### src/rtl/cnn_pkg.sv
// Shared CNN datapath constants and the kernel_buffer sequencer state type.
// Optional KBUF_ZERO_FLAG_EN adds a per-kernel all-zero flag in kernel_buffer.
package cnn_pkg;

  localparam int WEIGHT_WIDTH = 8;
  localparam int KERNEL_SIZE  = 9;
  localparam int CH_W         = 8;

  typedef enum logic [1:0] {
    KB_IDLE  = 2'd0,
    KB_REQ   = 2'd1,
    KB_RECV  = 2'd2,
    KB_DRAIN = 2'd3
  } kbuf_state_e;

  function automatic int idx_w(input int n);
    return (n > 1) ? $clog2(n) : 1;
  endfunction

endpackage

### src/rtl/kernel_bank.sv
// One ping-pong bank: weight register file, full flag and kernel tag.
// KBUF_ZERO_FLAG_EN adds the stored all-zero flag.
module kernel_bank
  import cnn_pkg::*;
#(
  parameter int WW = cnn_pkg::WEIGHT_WIDTH,
  parameter int KS = cnn_pkg::KERNEL_SIZE,
  parameter int IW = cnn_pkg::idx_w(cnn_pkg::KERNEL_SIZE)
) (
  input  logic             clk,
  input  logic             rst,
  input  logic             wr_en_i,
  input  logic [IW-1:0]    wr_idx_i,
  input  logic [WW-1:0]    wr_data_i,
  input  logic             wr_fin_i,
  input  logic [CH_W-1:0]  tag_in_i,
  input  logic [CH_W-1:0]  tag_out_i,
  input  logic             last_i,
  input  logic             clr_i,
  output logic [WW*KS-1:0] data_o,
  output logic             full_o,
  output logic [CH_W-1:0]  tag_in_o,
  output logic [CH_W-1:0]  tag_out_o,
  output logic             last_o
`ifdef KBUF_ZERO_FLAG_EN
  ,
  output logic             zero_o
`endif
);

  logic [KS-1:0][WW-1:0] mem_q;
  logic                  full_q;
  logic [CH_W-1:0]       tag_in_q;
  logic [CH_W-1:0]       tag_out_q;
  logic                  last_q;
  logic                  fin;

  assign fin = wr_en_i & wr_fin_i;

  always_ff @(posedge clk or posedge rst) begin
    if (rst) begin
      mem_q     <= '0;
      full_q    <= 1'b0;
      tag_in_q  <= '0;
      tag_out_q <= '0;
      last_q    <= 1'b0;
    end else begin
      if (wr_en_i) mem_q[wr_idx_i] <= wr_data_i;
      if (fin) begin
        tag_in_q  <= tag_in_i;
        tag_out_q <= tag_out_i;
        last_q    <= last_i;
      end
      // set and clear never coincide: writer and reader own different banks
      if (fin) full_q <= 1'b1;
      else if (clr_i) full_q <= 1'b0;
    end
  end

  assign data_o    = mem_q;
  assign full_o    = full_q;
  assign tag_in_o  = tag_in_q;
  assign tag_out_o = tag_out_q;
  assign last_o    = last_q;

`ifdef KBUF_ZERO_FLAG_EN
  logic nz_q;
  logic zero_q;
  logic nz_now;

  assign nz_now = nz_q | (|wr_data_i);

  always_ff @(posedge clk or posedge rst) begin
    if (rst) begin
      nz_q   <= 1'b0;
      zero_q <= 1'b0;
    end else if (wr_en_i) begin
      if (wr_fin_i) begin
        zero_q <= ~nz_now;
        nz_q   <= 1'b0;
      end else begin
        nz_q   <= nz_now;
      end
    end
  end

  assign zero_o = zero_q;
`endif

endmodule

### src/rtl/kernel_buffer.sv
// Kernel fetch sequencer and ping-pong collector for the conv engine.
// KBUF_ZERO_FLAG_EN adds the kernel_zero output.
module kernel_buffer #(
  parameter int WEIGHT_WIDTH = cnn_pkg::WEIGHT_WIDTH,
  parameter int KERNEL_SIZE  = cnn_pkg::KERNEL_SIZE
) (
  input  logic                            clk,
  input  logic                            rst,
  input  logic                            go,
  input  logic [7:0]                      num_in_ch,
  input  logic [7:0]                      num_out_ch,
  output logic                            busy,
  output logic                            done,
  output logic                            fetch_start,
  output logic [7:0]                      fetch_in_ch,
  output logic [7:0]                      fetch_out_ch,
  input  logic [WEIGHT_WIDTH-1:0]         w_data,
  input  logic                            w_valid,
  output logic                            w_ready,
  output logic [WEIGHT_WIDTH*KERNEL_SIZE-1:0] kernel_data,
  output logic [7:0]                      kernel_in_ch,
  output logic [7:0]                      kernel_out_ch,
  output logic                            kernel_last,
  output logic                            kernel_valid,
  input  logic                            kernel_ready
`ifdef KBUF_ZERO_FLAG_EN
  ,
  output logic                            kernel_zero
`endif
);

  import cnn_pkg::*;

  localparam int IW = idx_w(KERNEL_SIZE);
  localparam int DW = WEIGHT_WIDTH * KERNEL_SIZE;

  kbuf_state_e state_q, state_d;
  logic [7:0]  num_in_q, num_in_d;
  logic [7:0]  num_out_q, num_out_d;
  logic [7:0]  in_cnt_q, in_cnt_d;
  logic [7:0]  out_cnt_q, out_cnt_d;
  logic        wr_bank_q, wr_bank_d;
  logic        rd_bank_q, rd_bank_d;
  logic [IW-1:0] w_idx_q, w_idx_d;

  logic w_hs, w_fin, k_hs, in_wrap, is_last;

  logic [1:0][DW-1:0]   b_data;
  logic [1:0]           b_full;
  logic [1:0][7:0]      b_tin;
  logic [1:0][7:0]      b_tout;
  logic [1:0]           b_last;

  assign busy         = (state_q != KB_IDLE);
  assign w_ready      = (state_q == KB_RECV);
  assign fetch_start  = (state_q == KB_REQ) && !b_full[wr_bank_q];
  assign fetch_in_ch  = in_cnt_q;
  assign fetch_out_ch = out_cnt_q;

  assign w_hs    = w_valid & w_ready;
  assign w_fin   = w_hs && (w_idx_q == IW'(KERNEL_SIZE - 1));
  assign in_wrap = (in_cnt_q == num_in_q - 8'd1);
  assign is_last = in_wrap && (out_cnt_q == num_out_q - 8'd1);

  assign kernel_valid  = b_full[rd_bank_q];
  assign kernel_data   = b_data[rd_bank_q];
  assign kernel_in_ch  = b_tin[rd_bank_q];
  assign kernel_out_ch = b_tout[rd_bank_q];
  assign kernel_last   = b_last[rd_bank_q];

  assign k_hs = kernel_valid & kernel_ready;
  assign done = (state_q == KB_DRAIN) && k_hs && kernel_last;

  always_comb begin
    state_d   = state_q;
    num_in_d  = num_in_q;
    num_out_d = num_out_q;
    in_cnt_d  = in_cnt_q;
    out_cnt_d = out_cnt_q;
    wr_bank_d = wr_bank_q;
    w_idx_d   = w_idx_q;
    rd_bank_d = k_hs ? ~rd_bank_q : rd_bank_q;
    unique case (state_q)
      KB_IDLE: begin
        if (go && (num_in_ch != 8'd0) && (num_out_ch != 8'd0)) begin
          num_in_d  = num_in_ch;
          num_out_d = num_out_ch;
          in_cnt_d  = 8'd0;
          out_cnt_d = 8'd0;
          state_d   = KB_REQ;
        end
      end
      KB_REQ: begin
        if (fetch_start) state_d = KB_RECV;
      end
      KB_RECV: begin
        if (w_hs) w_idx_d = w_idx_q + IW'(1);
        if (w_fin) begin
          w_idx_d   = '0;
          wr_bank_d = ~wr_bank_q;
          if (in_wrap) begin
            in_cnt_d  = 8'd0;
            out_cnt_d = out_cnt_q + 8'd1;
          end else begin
            in_cnt_d  = in_cnt_q + 8'd1;
          end
          state_d = is_last ? KB_DRAIN : KB_REQ;
        end
      end
      KB_DRAIN: begin
        if (done) state_d = KB_IDLE;
      end
    endcase
  end

  always_ff @(posedge clk or posedge rst) begin
    if (rst) begin
      state_q   <= KB_IDLE;
      num_in_q  <= '0;
      num_out_q <= '0;
      in_cnt_q  <= '0;
      out_cnt_q <= '0;
      wr_bank_q <= 1'b0;
      rd_bank_q <= 1'b0;
      w_idx_q   <= '0;
    end else begin
      state_q   <= state_d;
      num_in_q  <= num_in_d;
      num_out_q <= num_out_d;
      in_cnt_q  <= in_cnt_d;
      out_cnt_q <= out_cnt_d;
      wr_bank_q <= wr_bank_d;
      rd_bank_q <= rd_bank_d;
      w_idx_q   <= w_idx_d;
    end
  end

`ifdef KBUF_ZERO_FLAG_EN
  logic [1:0] b_zero;
  assign kernel_zero = b_zero[rd_bank_q];
`endif

  for (genvar b = 0; b < 2; b++) begin : g_bank
    kernel_bank #(
      .WW(WEIGHT_WIDTH),
      .KS(KERNEL_SIZE),
      .IW(IW)
    ) u_bank (
      .clk       (clk),
      .rst       (rst),
      .wr_en_i   (w_hs && (wr_bank_q == 1'(b))),
      .wr_idx_i  (w_idx_q),
      .wr_data_i (w_data),
      .wr_fin_i  (w_fin),
      .tag_in_i  (in_cnt_q),
      .tag_out_i (out_cnt_q),
      .last_i    (is_last),
      .clr_i     (k_hs && (rd_bank_q == 1'(b))),
      .data_o    (b_data[b]),
      .full_o    (b_full[b]),
      .tag_in_o  (b_tin[b]),
      .tag_out_o (b_tout[b]),
      .last_o    (b_last[b])
`ifdef KBUF_ZERO_FLAG_EN
      ,
      .zero_o    (b_zero[b])
`endif
    );
  end

endmodule

### config.mk
export PLATFORM = sky130hd
export DESIGN_NAME = kernel_buffer
export DESIGN_NICKNAME = d
export VERILOG_FILES = /design/src/rtl/cnn_pkg.sv /design/src/rtl/kernel_bank.sv /design/src/rtl/kernel_buffer.sv
export SDC_FILE = /design/constraint.sdc
export NUM_CORES = 1
export LEC_CHECK = 0
export BUFFER_PORTS_ARGS = -buffer_cell sky130_fd_sc_hd__buf_2
export CORE_UTILIZATION = 30
export DETAILED_ROUTE_END_ITERATION = 10
export PLACE_DENSITY = 0.53
export SETUP_SLACK_MARGIN = 0.1
export SYNTH_ARGS = -nofsm -noshare
export SYNTH_HDL_FRONTEND = slang
export SYNTH_SLANG_ARGS = --single-unit
### constraint.sdc
create_clock -name clk -period 12.1 [get_ports clk]
set_clock_uncertainty 0.2 [all_clocks]
set_input_delay 1.21 -clock clk [delete_from_list [all_inputs] [get_ports clk]]
set_output_delay 1.21 -clock clk [all_outputs]
set_load 0.005 [all_outputs]
==> metrics.txt, run 1 <==
# TYPE chip_impl_metric gauge
chip_impl_metric{name="total_of_fill_cells_in_the_finished_design",unit=""} 3405
chip_impl_metric{name="grt_first_pass_wirelength",unit="µm"} 41500
chip_impl_metric{name="clockBufferDepth",unit=""} 3
chip_impl_metric{name="multi_input_area",unit="µm²"} 4560
chip_impl_metric{name="first_global_vias",unit=""} 6968
chip_impl_metric{name="maxCapViolations",unit=""} 0
chip_impl_metric{name="num_rows",unit=""} 67
chip_impl_info{name="critical-path-slowest-cell",value="sky130_fd_sc_hd__dfrtp_4"} 1
chip_impl_metric{name="mappedNetlistArea",unit="µm²"} 10300
chip_impl_metric{name="grt_start_max_net_pins",unit=""} 78
chip_impl_info{name="grt_setup_unrepaired",value="no"} 1
chip_impl_info{name="postSynth.topFlopCell",value="sky130_fd_sc_hd__dfrtp_1"} 1
chip_impl_metric{name="vias",unit=""} 6772
chip_impl_metric{name="floorplan.die.height",unit="µm"} 188
chip_impl_metric{name="syn-mean-instance-area",unit="µm²"} 12.2
chip_impl_metric{name="critPathRequiredTime",unit="ns"} 10.69
chip_impl_info{name="tritoncts_clock_tree",value="built"} 1
chip_impl_metric{name="num-nets-final",unit=""} 1009
chip_impl_info{name="synth_largest_area_cell",value="sky130_fd_sc_hd__dfrtp_1"} 1
chip_impl_metric{name="finalWeightedCongestion",unit=""} 0.761
chip_impl_metric{name="crit_buf_inv",unit=""} 2
chip_impl_info{name="clock-root-buffer",value="sky130_fd_sc_hd__clkbuf_16"} 1
chip_impl_metric{name="clock-sinks",unit=""} 220
chip_impl_metric{name="ys_async_sr_fraction",unit="%"} 100
chip_impl_metric{name="core_area",unit="µm²"} 33700
chip_impl_metric{name="slew_headroom",unit="%"} 22.8
chip_impl_metric{name="die-area",unit="µm²"} 35200
chip_impl_metric{name="crit_arrival",unit="ns"} 2.69
chip_impl_metric{name="cts_setup_buffers",unit=""} 0
chip_impl_metric{name="drt.antenna.violating_nets",unit=""} 0
chip_impl_metric{name="dp_hpwl",unit="µm"} 16700
chip_impl_metric{name="synth.ff_latch_count",unit=""} 220
chip_impl_info{name="worstPathCellList",value="buf_4 -> mux2_2 -> buf_2"} 1
chip_impl_metric{name="area.sequential",unit="µm²"} 5510
chip_impl_metric{name="detail_route.vias_per_cell",unit=""} 4.70
chip_impl_metric{name="insertion_delay",unit="ns"} 0.53
chip_impl_info{name="criticalPathCategory",value="reg2out"} 1
chip_impl_metric{name="cts.htree.levels",unit=""} 1
chip_impl_info{name="run_status",value="complete, no violations"} 1
chip_impl_metric{name="post-route-util",unit="%"} 36.6
chip_impl_metric{name="cts_made_buffers",unit=""} 26
chip_impl_metric{name="ir_worst_vdd",unit="V"} 0.000112
chip_impl_metric{name="globalRouteTotalUtil",unit="%"} 14.8
chip_impl_metric{name="die_w",unit="µm"} 188
chip_impl_metric{name="syn_inst",unit=""} 848
chip_impl_metric{name="post-route-drc-count",unit=""} 0
chip_impl_metric{name="finalWirelength",unit="µm"} 25600
chip_impl_metric{name="grt.overflow.total",unit=""} 0
chip_impl_metric{name="portBuffers",unit=""} 138
chip_impl_metric{name="critPathMaxFanout",unit=""} 55
chip_impl_info{name="worstSetupEndpointType",value="output port"} 1
chip_impl_metric{name="ratio_of_final_minimum_period_to_clock_period",unit="%"} 33.9
chip_impl_metric{name="floorplan.initialDensity",unit="%"} 30.7
chip_impl_metric{name="power_density",unit="nW/µm²"} 223
chip_impl_metric{name="report.final.slew_viol_count",unit=""} 0
chip_impl_metric{name="setup.reg_to_reg.worst_slack",unit="ns"} 9.05
chip_impl_metric{name="detail_route.iter0.violations",unit=""} 261
chip_impl_metric{name="final.min_clock_period",unit="ns"} 4.10
chip_impl_metric{name="synth.lib_cells_used.distinct",unit=""} 53
chip_impl_metric{name="synth_edf_count",unit=""} 0
chip_impl_metric{name="report.final.hold_viol_count",unit=""} 0
chip_impl_metric{name="totalNegativeSetupSlack",unit="ns"} 0
chip_impl_metric{name="floorplan.io_pins",unit=""} 139
chip_impl_metric{name="final_design_area_no_fill",unit="µm²"} 12300
chip_impl_metric{name="seq_area_frac_synth",unit="%"} 53.3
chip_impl_metric{name="initial_antenna_violation_count",unit=""} 1
chip_impl_metric{name="drt-pass1-iter-count",unit=""} 6
chip_impl_metric{name="holdWs",unit="ns"} 0.270
chip_impl_metric{name="peak_per_stage_delay_on_the_critical_path",unit="ns"} 0.80
chip_impl_metric{name="cts_hold_repair.buffers",unit=""} 0
chip_impl_metric{name="post_route_cells_drive_above_1_share",unit="%"} 44.2
chip_impl_info{name="netlist_top_cells_area",value="sky130_fd_sc_hd__dfrtp_1 (53%), sky130_fd_sc_hd__mux2_2 (26%), sky130_fd_sc_hd__nand2_1 (5.3%), sky130_fd_sc_hd__clkbuf_1 (1.4%), sky130_fd_sc_hd__xnor2_1 (1.4%)"} 1
chip_impl_metric{name="yosysTopAreaCellShare",unit="%"} 53.3
chip_impl_metric{name="timing.final.setup_violations",unit=""} 0
chip_impl_metric{name="yosys_warnings",unit=""} 0
chip_impl_metric{name="clk_pin_slew",unit="ns"} 0.06
chip_impl_metric{name="p_leak",unit="nW"} 6.32
chip_impl_info{name="critPathTopFamily",value="buffers and inverters"} 1
chip_impl_info{name="hold_path_class",value="reg2reg"} 1
chip_impl_metric{name="wl_per_cell",unit="µm"} 17.8
chip_impl_metric{name="place_area",unit="µm²"} 11400
chip_impl_metric{name="timing_worst_slew_pin_value",unit="ns"} 1.16
chip_impl_info{name="timing.critical_path.from_type",value="flip-flop"} 1
chip_impl_metric{name="post_cts.resized_instances",unit=""} 0
chip_impl_metric{name="maxClockFrequency",unit="MHz"} 244
chip_impl_metric{name="areaGrowthSynthToFinish",unit="%"} 19.4
chip_impl_metric{name="synthesis.nets",unit=""} 885
## final cells by class
| type | count | share of cell area [%] |
|---|---|---|
| clock buffers | 38 | 6.37 |
| diodes | 2 | 0.0406 |
| flip-flops and latches | 220 | 44.6 |
| well taps | 448 | 4.54 |
| repair buffers | 145 | 6.02 |
| multi-input cells | 565 | 37.0 |
| inverters | 14 | 0.487 |
| clock inverters | 9 | 0.923 |
## registers in the layout (all words and copies together) (netlist names)
name and flops:
g_bank.u_bank.full_o 2, fetch_in_ch 8, g_bank.u_bank.tag_in_o 16, rd_bank_q 1, wr_bank_q 1, fetch_out_ch 8
g_bank.u_bank.data_o 144, num_out_q 8, g_bank.u_bank.tag_out_o 16, state_q 2, w_idx_q 4, g_bank.u_bank.last_o 2
num_in_q 8
## path summary, 6_finish.rpt
kind / startpoint / to / cells after the start
setup / recovery: rd_bank_q / kernel_data[66] / 3
hold / removal: g_bank[0].u_bank.data_o[69] / g_bank[0].u_bank.data_o[69] / 2
setup reg to reg: state_q[0] / g_bank[0].u_bank.data_o[70] / 6
hold reg to reg: g_bank[0].u_bank.data_o[69] / g_bank[0].u_bank.data_o[69] / 2
max in group asynchronous: rst / g_bank[0].u_bank.data_o[36] / 4
min in group asynchronous: rst / rd_bank_q / 2
## where the power goes
part | switching, mW | internal [mW]
clock network | 0.311 | 0.493
logic | 0.390 | 0.432
registers | 0.179 | 0.948
total | 0.880 | 1.87
## tightest hold or removal path, cell delays in order, from the launching register on
cell                      delay [ns]
sky130_fd_sc_hd__dfrtp_1        0.34
sky130_fd_sc_hd__nand2_1        0.05
sky130_fd_sc_hd__nand2_1        0.05
## layer usage
metal	global-route usage, %	vias to the layer above	routed length (µm)
met2	23.2	104	11700
met1	21.2	3415	12400
li1	-	3223	-
met4	3.22	0	441
met3	2.53	30	989
met5	0	-	0
## cell families after synthesis
family	share of synthesized area [%]
flops	53.3
fa+ha+maj	0.969
mux	26.7
buf+inv	2.59
simple gates	10.3
compound gates	3.62
xor+xnor	2.54
## cells in the final DEF (no fill, tap or decap), types with 5 or more instances in the layout
cell type and count:
sky130_fd_sc_hd__a21oi_1 14, sky130_fd_sc_hd__and2_1 6, sky130_fd_sc_hd__buf_2 138, sky130_fd_sc_hd__buf_4 7, sky130_fd_sc_hd__clkbuf_16 26, sky130_fd_sc_hd__clkbuf_8 9, sky130_fd_sc_hd__dfrtp_1 219, sky130_fd_sc_hd__ha_1 8
sky130_fd_sc_hd__inv_1 13, sky130_fd_sc_hd__mux2_2 236, sky130_fd_sc_hd__mux2i_1 6, sky130_fd_sc_hd__nand2_1 145, sky130_fd_sc_hd__nand3_1 8, sky130_fd_sc_hd__nand4_1 5, sky130_fd_sc_hd__nor2_1 10, sky130_fd_sc_hd__nor3_1 12
sky130_fd_sc_hd__nor4_1 7, sky130_fd_sc_hd__o21ai_0 17, sky130_fd_sc_hd__o31ai_1 5, sky130_fd_sc_hd__xnor2_1 16, sky130_fd_sc_hd__xor2_1 14
## per-stage QoR
step	total power, mW	std cells	setup slack (ns)
after floorplan	1.68	848	4.67
after CTS	2.80	1439	7.91
after detailed placement	1.98	1392	8.17
final	2.75	1441	8.00
after global routing	2.94	1439	7.84
after global placement	1.96	1392	8.19
## Yosys cell counts (3+ instances only)
cell                        instances
sky130_fd_sc_hd__clkbuf_1          38
sky130_fd_sc_hd__and2_1             6
sky130_fd_sc_hd__nor2b_1            4
sky130_fd_sc_hd__mux2_1             4
sky130_fd_sc_hd__buf_6              3
sky130_fd_sc_hd__inv_1             14
sky130_fd_sc_hd__a21oi_1           14
sky130_fd_sc_hd__nand3_1            8
sky130_fd_sc_hd__nand2_1          145
sky130_fd_sc_hd__nor4_1             7
sky130_fd_sc_hd__a211oi_1           4
sky130_fd_sc_hd__nor3_1            12
sky130_fd_sc_hd__mux2_2           236
sky130_fd_sc_hd__nand4_1            5
sky130_fd_sc_hd__o21ai_0           17
sky130_fd_sc_hd__xor2_1            14
sky130_fd_sc_hd__nor2_1            11
sky130_fd_sc_hd__o31ai_1            5
sky130_fd_sc_hd__mux2i_1            6
sky130_fd_sc_hd__o2111ai_1          4
sky130_fd_sc_hd__ha_1               8
sky130_fd_sc_hd__xnor2_1           16
sky130_fd_sc_hd__or4_1              4
sky130_fd_sc_hd__dfrtp_1          220
sky130_fd_sc_hd__buf_2              4
sky130_fd_sc_hd__buf_1              3
No activity file was read; power rests on OpenSTA's default activity.
==> inputs of run 2 (changes only) <==
--- a/config.mk
+++ b/config.mk
@@ -5,6 +5,7 @@
 export SDC_FILE = /design/constraint.sdc
 export NUM_CORES = 1
 export LEC_CHECK = 0
+export ABC_AREA = 1
 export BUFFER_PORTS_ARGS = -buffer_cell sky130_fd_sc_hd__buf_2
 export CORE_UTILIZATION = 30
 export DETAILED_ROUTE_END_ITERATION = 10
==> constraint.sdc (replaced) <==
create_clock -name clk -period 3.9 [get_ports clk]
set_clock_uncertainty 0.2 [all_clocks]
set_input_delay 0.39 -clock clk [delete_from_list [all_inputs] [get_ports clk]]
set_output_delay 0.39 -clock clk [all_outputs]
set_load 0.005 [all_outputs]
==> metrics.txt, run 2 <==
# TYPE chip_impl_metric gauge
chip_impl_info{name="run_status",value="complete, no violations"} 1
chip_impl_metric{name="switching_power",unit="mW"} 2.65
chip_impl_metric{name="die-area",unit="µm²"} 35200
chip_impl_metric{name="timing_worst_slew_pin_value",unit="ns"} 0.939
chip_impl_info{name="synth.cells.most_frequent",value="sky130_fd_sc_hd__nand2_1 (580), sky130_fd_sc_hd__dfrtp_1 (220), sky130_fd_sc_hd__o21ai_0 (196), sky130_fd_sc_hd__inv_1 (75), sky130_fd_sc_hd__nor2_1 (63)"} 1
chip_impl_metric{name="cts_made_buffers",unit=""} 26
chip_impl_info{name="clock-root-buffer",value="sky130_fd_sc_hd__clkbuf_16"} 1
chip_impl_metric{name="peak_per_stage_delay_on_the_critical_path",unit="ns"} 0.69
chip_impl_metric{name="placed_cells",unit=""} 1855
chip_impl_info{name="timing.critical_path.from_type",value="flip-flop"} 1
chip_impl_info{name="layout.cells.most_common_list",value="sky130_fd_sc_hd__nand2_1 (580), sky130_fd_sc_hd__dfrtp_1 (219), sky130_fd_sc_hd__o21ai_0 (196)"} 1
chip_impl_info{name="critPathMostFrequentCell",value="sky130_fd_sc_hd__nand2_1"} 1
chip_impl_metric{name="stdcell_count",unit=""} 1920
chip_impl_metric{name="post_cts.resized_instances",unit=""} 0
chip_impl_metric{name="post_route_cells_drive_above_1_share",unit="%"} 14.2
chip_impl_info{name="synth_largest_area_cell",value="sky130_fd_sc_hd__dfrtp_1"} 1
chip_impl_metric{name="drt.antenna.violating_nets",unit=""} 0
chip_impl_metric{name="floorplan.initialDensity",unit="%"} 30.7
chip_impl_metric{name="floorplan.io_pins",unit=""} 139
chip_impl_metric{name="cts.htree.levels",unit=""} 1
chip_impl_metric{name="detail_route.vias_per_cell",unit=""} 4.56
chip_impl_metric{name="areaGrowthSynthToFinish",unit="%"} 20.6
chip_impl_metric{name="report.final.slew_viol_count",unit=""} 0
chip_impl_metric{name="totalNegativeSetupSlack",unit="ns"} 0
chip_impl_info{name="worstPathCellList",value="buf_4 -> nand2_1 -> nand2_1 -> buf_2"} 1
chip_impl_metric{name="final.min_clock_period",unit="ns"} 2.94
chip_impl_metric{name="timing.final.ws_setup",unit="ns"} 0.957
chip_impl_metric{name="power_density",unit="nW/µm²"} 613
chip_impl_metric{name="grt.overflow.total",unit=""} 0
chip_impl_metric{name="finalWeightedCongestion",unit=""} 0.864
chip_impl_metric{name="mappedNetlistArea",unit="µm²"} 10300
chip_impl_metric{name="maxCapViolations",unit=""} 0
chip_impl_metric{name="synth_edf_count",unit=""} 0
chip_impl_metric{name="holdWs",unit="ns"} 0.138
chip_impl_metric{name="synth.ff_latch_count",unit=""} 220
chip_impl_metric{name="detail_route.iter0.violations",unit=""} 694
chip_impl_metric{name="pwr-share-clk",unit="%"} 31.7
chip_impl_metric{name="clk_pin_slew",unit="ns"} 0.06
chip_impl_info{name="synth_most_common_cell",value="sky130_fd_sc_hd__nand2_1"} 1
chip_impl_metric{name="power.total",unit="mW"} 7.65
chip_impl_metric{name="slew_headroom",unit="%"} 37.2
chip_impl_metric{name="synthesis.nets",unit=""} 1354
chip_impl_metric{name="multi_input_area",unit="µm²"} 4240
chip_impl_metric{name="globalRouteTotalUtil",unit="%"} 16.2
chip_impl_metric{name="place_area",unit="µm²"} 11400
chip_impl_metric{name="area.sequential",unit="µm²"} 5510
chip_impl_metric{name="first_global_vias",unit=""} 8397
chip_impl_metric{name="switching_share",unit="%"} 34.6
chip_impl_info{name="hold_path_class",value="in2reg"} 1
chip_impl_metric{name="critPathRequiredTime",unit="ns"} 3.31
chip_impl_metric{name="syn-mean-instance-area",unit="µm²"} 7.86
chip_impl_info{name="criticalPathCategory",value="reg2out"} 1
chip_impl_metric{name="initial_antenna_violation_count",unit=""} 0
chip_impl_metric{name="floorplan.die.height",unit="µm"} 188
chip_impl_metric{name="post-route-util",unit="%"} 37.0
chip_impl_metric{name="pwr-share-seq",unit="%"} 42.2
chip_impl_metric{name="syn_inst",unit=""} 1317
chip_impl_metric{name="ratio_of_final_minimum_period_to_clock_period",unit="%"} 75.5
chip_impl_info{name="tritoncts_clock_tree",value="built"} 1
chip_impl_metric{name="detailedPlace.worstSlack",unit="ns"} 1.50
chip_impl_metric{name="p_leak",unit="nW"} 6.52
chip_impl_info{name="netlist_top_cells_area",value="sky130_fd_sc_hd__dfrtp_1 (53%), sky130_fd_sc_hd__nand2_1 (21%), sky130_fd_sc_hd__o21ai_0 (9.5%), sky130_fd_sc_hd__inv_1 (2.7%), sky130_fd_sc_hd__nor2_1 (2.3%)"} 1
chip_impl_metric{name="number_of_flip_flops_in_the_largest_register",unit=""} 144
chip_impl_metric{name="intPower",unit="mW"} 5.00
chip_impl_metric{name="synth.lib_cells_used.distinct",unit=""} 27
chip_impl_metric{name="total_of_fill_cells_in_the_finished_design",unit=""} 3581
chip_impl_metric{name="ys_async_sr_fraction",unit="%"} 100
chip_impl_metric{name="post-route-drc-count",unit=""} 0
chip_impl_metric{name="cts_setup_buffers",unit=""} 0
chip_impl_metric{name="crit_arrival",unit="ns"} 2.35
chip_impl_metric{name="insertedDiodeCount",unit=""} 0
chip_impl_metric{name="report.final.hold_viol_count",unit=""} 0
chip_impl_metric{name="maxClockFrequency",unit="MHz"} 340
chip_impl_metric{name="dp_hpwl",unit="µm"} 18900
chip_impl_metric{name="critPathMaxFanout",unit=""} 59
chip_impl_metric{name="insertion_delay",unit="ns"} 0.53
chip_impl_metric{name="vias",unit=""} 8749
chip_impl_metric{name="clock-sinks",unit=""} 220
chip_impl_metric{name="final_design_area_no_fill",unit="µm²"} 12500
chip_impl_metric{name="ir_worst_vdd",unit="V"} 0.000366
chip_impl_metric{name="yosys_warnings",unit=""} 0
chip_impl_metric{name="core_area",unit="µm²"} 33700
chip_impl_info{name="critical-path-slowest-cell",value="sky130_fd_sc_hd__dfrtp_4"} 1
chip_impl_metric{name="grt_first_pass_wirelength",unit="µm"} 46000
chip_impl_metric{name="power.combinational.fraction",unit="%"} 26.2
chip_impl_metric{name="die_w",unit="µm"} 188
chip_impl_metric{name="grt_start_max_net_pins",unit=""} 81
chip_impl_info{name="postSynth.topFlopCell",value="sky130_fd_sc_hd__dfrtp_1"} 1
chip_impl_metric{name="seq_area_frac_synth",unit="%"} 53.2
chip_impl_metric{name="portBuffers",unit=""} 138
chip_impl_metric{name="num-nets-final",unit=""} 1490
chip_impl_metric{name="clockBufferDepth",unit=""} 3
chip_impl_metric{name="num_rows",unit=""} 67
chip_impl_metric{name="finalWirelength",unit="µm"} 28300
chip_impl_info{name="layout.cells.most_common",value="sky130_fd_sc_hd__nand2_1"} 1
chip_impl_metric{name="drt-pass1-iter-count",unit=""} 4
chip_impl_info{name="worstSetupEndpointType",value="output port"} 1
chip_impl_metric{name="wl_per_cell",unit="µm"} 14.7
chip_impl_metric{name="yosysTopAreaCellShare",unit="%"} 53.2
chip_impl_info{name="grt_setup_unrepaired",value="no"} 1
chip_impl_metric{name="timing.final.setup_violations",unit=""} 0
run 2: cell types whose count changed in the layout (fill, tap and decap cells not counted), sizes merged, moves of 5 or more:
cell / delta
nand4: +10
nor2: +59
o21ai: +179
mux2i: -6
nor4: -6
o31ai: -5
nand3: +30
dlygate4sd3: +18
xnor2: -12
and2: -7
nand2: +436
mux2: -240
inv: +64
run 2: worst paths after layout:
path                                             startpoint                          end  slack, ns  cells after the start
worst max-delay path                              rd_bank_q              kernel_in_ch[4]       0.96                      4
worst min-delay path                                w_valid                   w_idx_q[1]       0.14                      3
worst max register to register                  num_in_q[0]              fetch_out_ch[6]       1.53                     13
worst min register to register  g_bank[1].u_bank.data_o[37]  g_bank[1].u_bank.data_o[37]       0.28                      2
max in group asynchronous                               rst  g_bank[1].u_bank.data_o[30]       2.31                      4
min in group asynchronous                               rst  g_bank[0].u_bank.data_o[67]       0.41                      3
run 2: critical path: cells and delay by family, from the launching register on:
kind	cells	cell delay (ns)
flops	1	0.69
simple gates	2	0.30
buf+inv	2	0.79
run 2: layout make-up:
| cell class | count | area share, % |
|---|---|---|
| clock buffers | 35 | 5.89 |
| clock inverters | 12 | 1.02 |
| inverters | 80 | 2.44 |
| multi-input cells | 958 | 34.0 |
| flip-flops and latches | 220 | 44.1 |
| well taps | 448 | 4.49 |
| repair buffers | 167 | 8.04 |
run 2: kinds of logic (layout without fill, tap and decap cells):
logic type      Yosys count  after routing  synth area share [%]
simple gates            724            724                  28.3
flops                   220            220                  53.2
compound gates          208            208                  10.1
buf+inv                 139            294                  5.80
xor+xnor                 18             18                  1.66
fa+ha+maj                 8              8                 0.968
run 2: power groups by stage:
| stage | sequential (mW) | clock, mW | combinational, mW |
|---|---|---|---|
| 2_1_floorplan | 3.13 | 0 | 1.49 |
| 3_3_place_gp | 3.25 | 0 | 1.99 |
| 3_5_place_dp | 3.26 | 0 | 2.02 |
| 4_1_cts | 3.22 | 2.49 | 2.04 |
| 5_1_grt | 3.30 | 2.57 | 2.33 |
| 6_report | 3.23 | 2.42 | 2.00 |
run 2: metal layers:
layer	global-route usage, %	share of wire (%)	vias up
li1	-	-	4454
met1	22.5	48	4075
met5	0	0	-
met4	3.53	1.8	0
met2	26.3	46	184
met3	2.71	4.6	36
run 2: repair_timing:
| item | 4_1_cts | 5_1_grt |
|---|---|---|
| setup endpoints to repair | 0 | 0 |
| endpoints found under the hold margin | 51 | 0 |
| hold buffers | 18 | 0 |
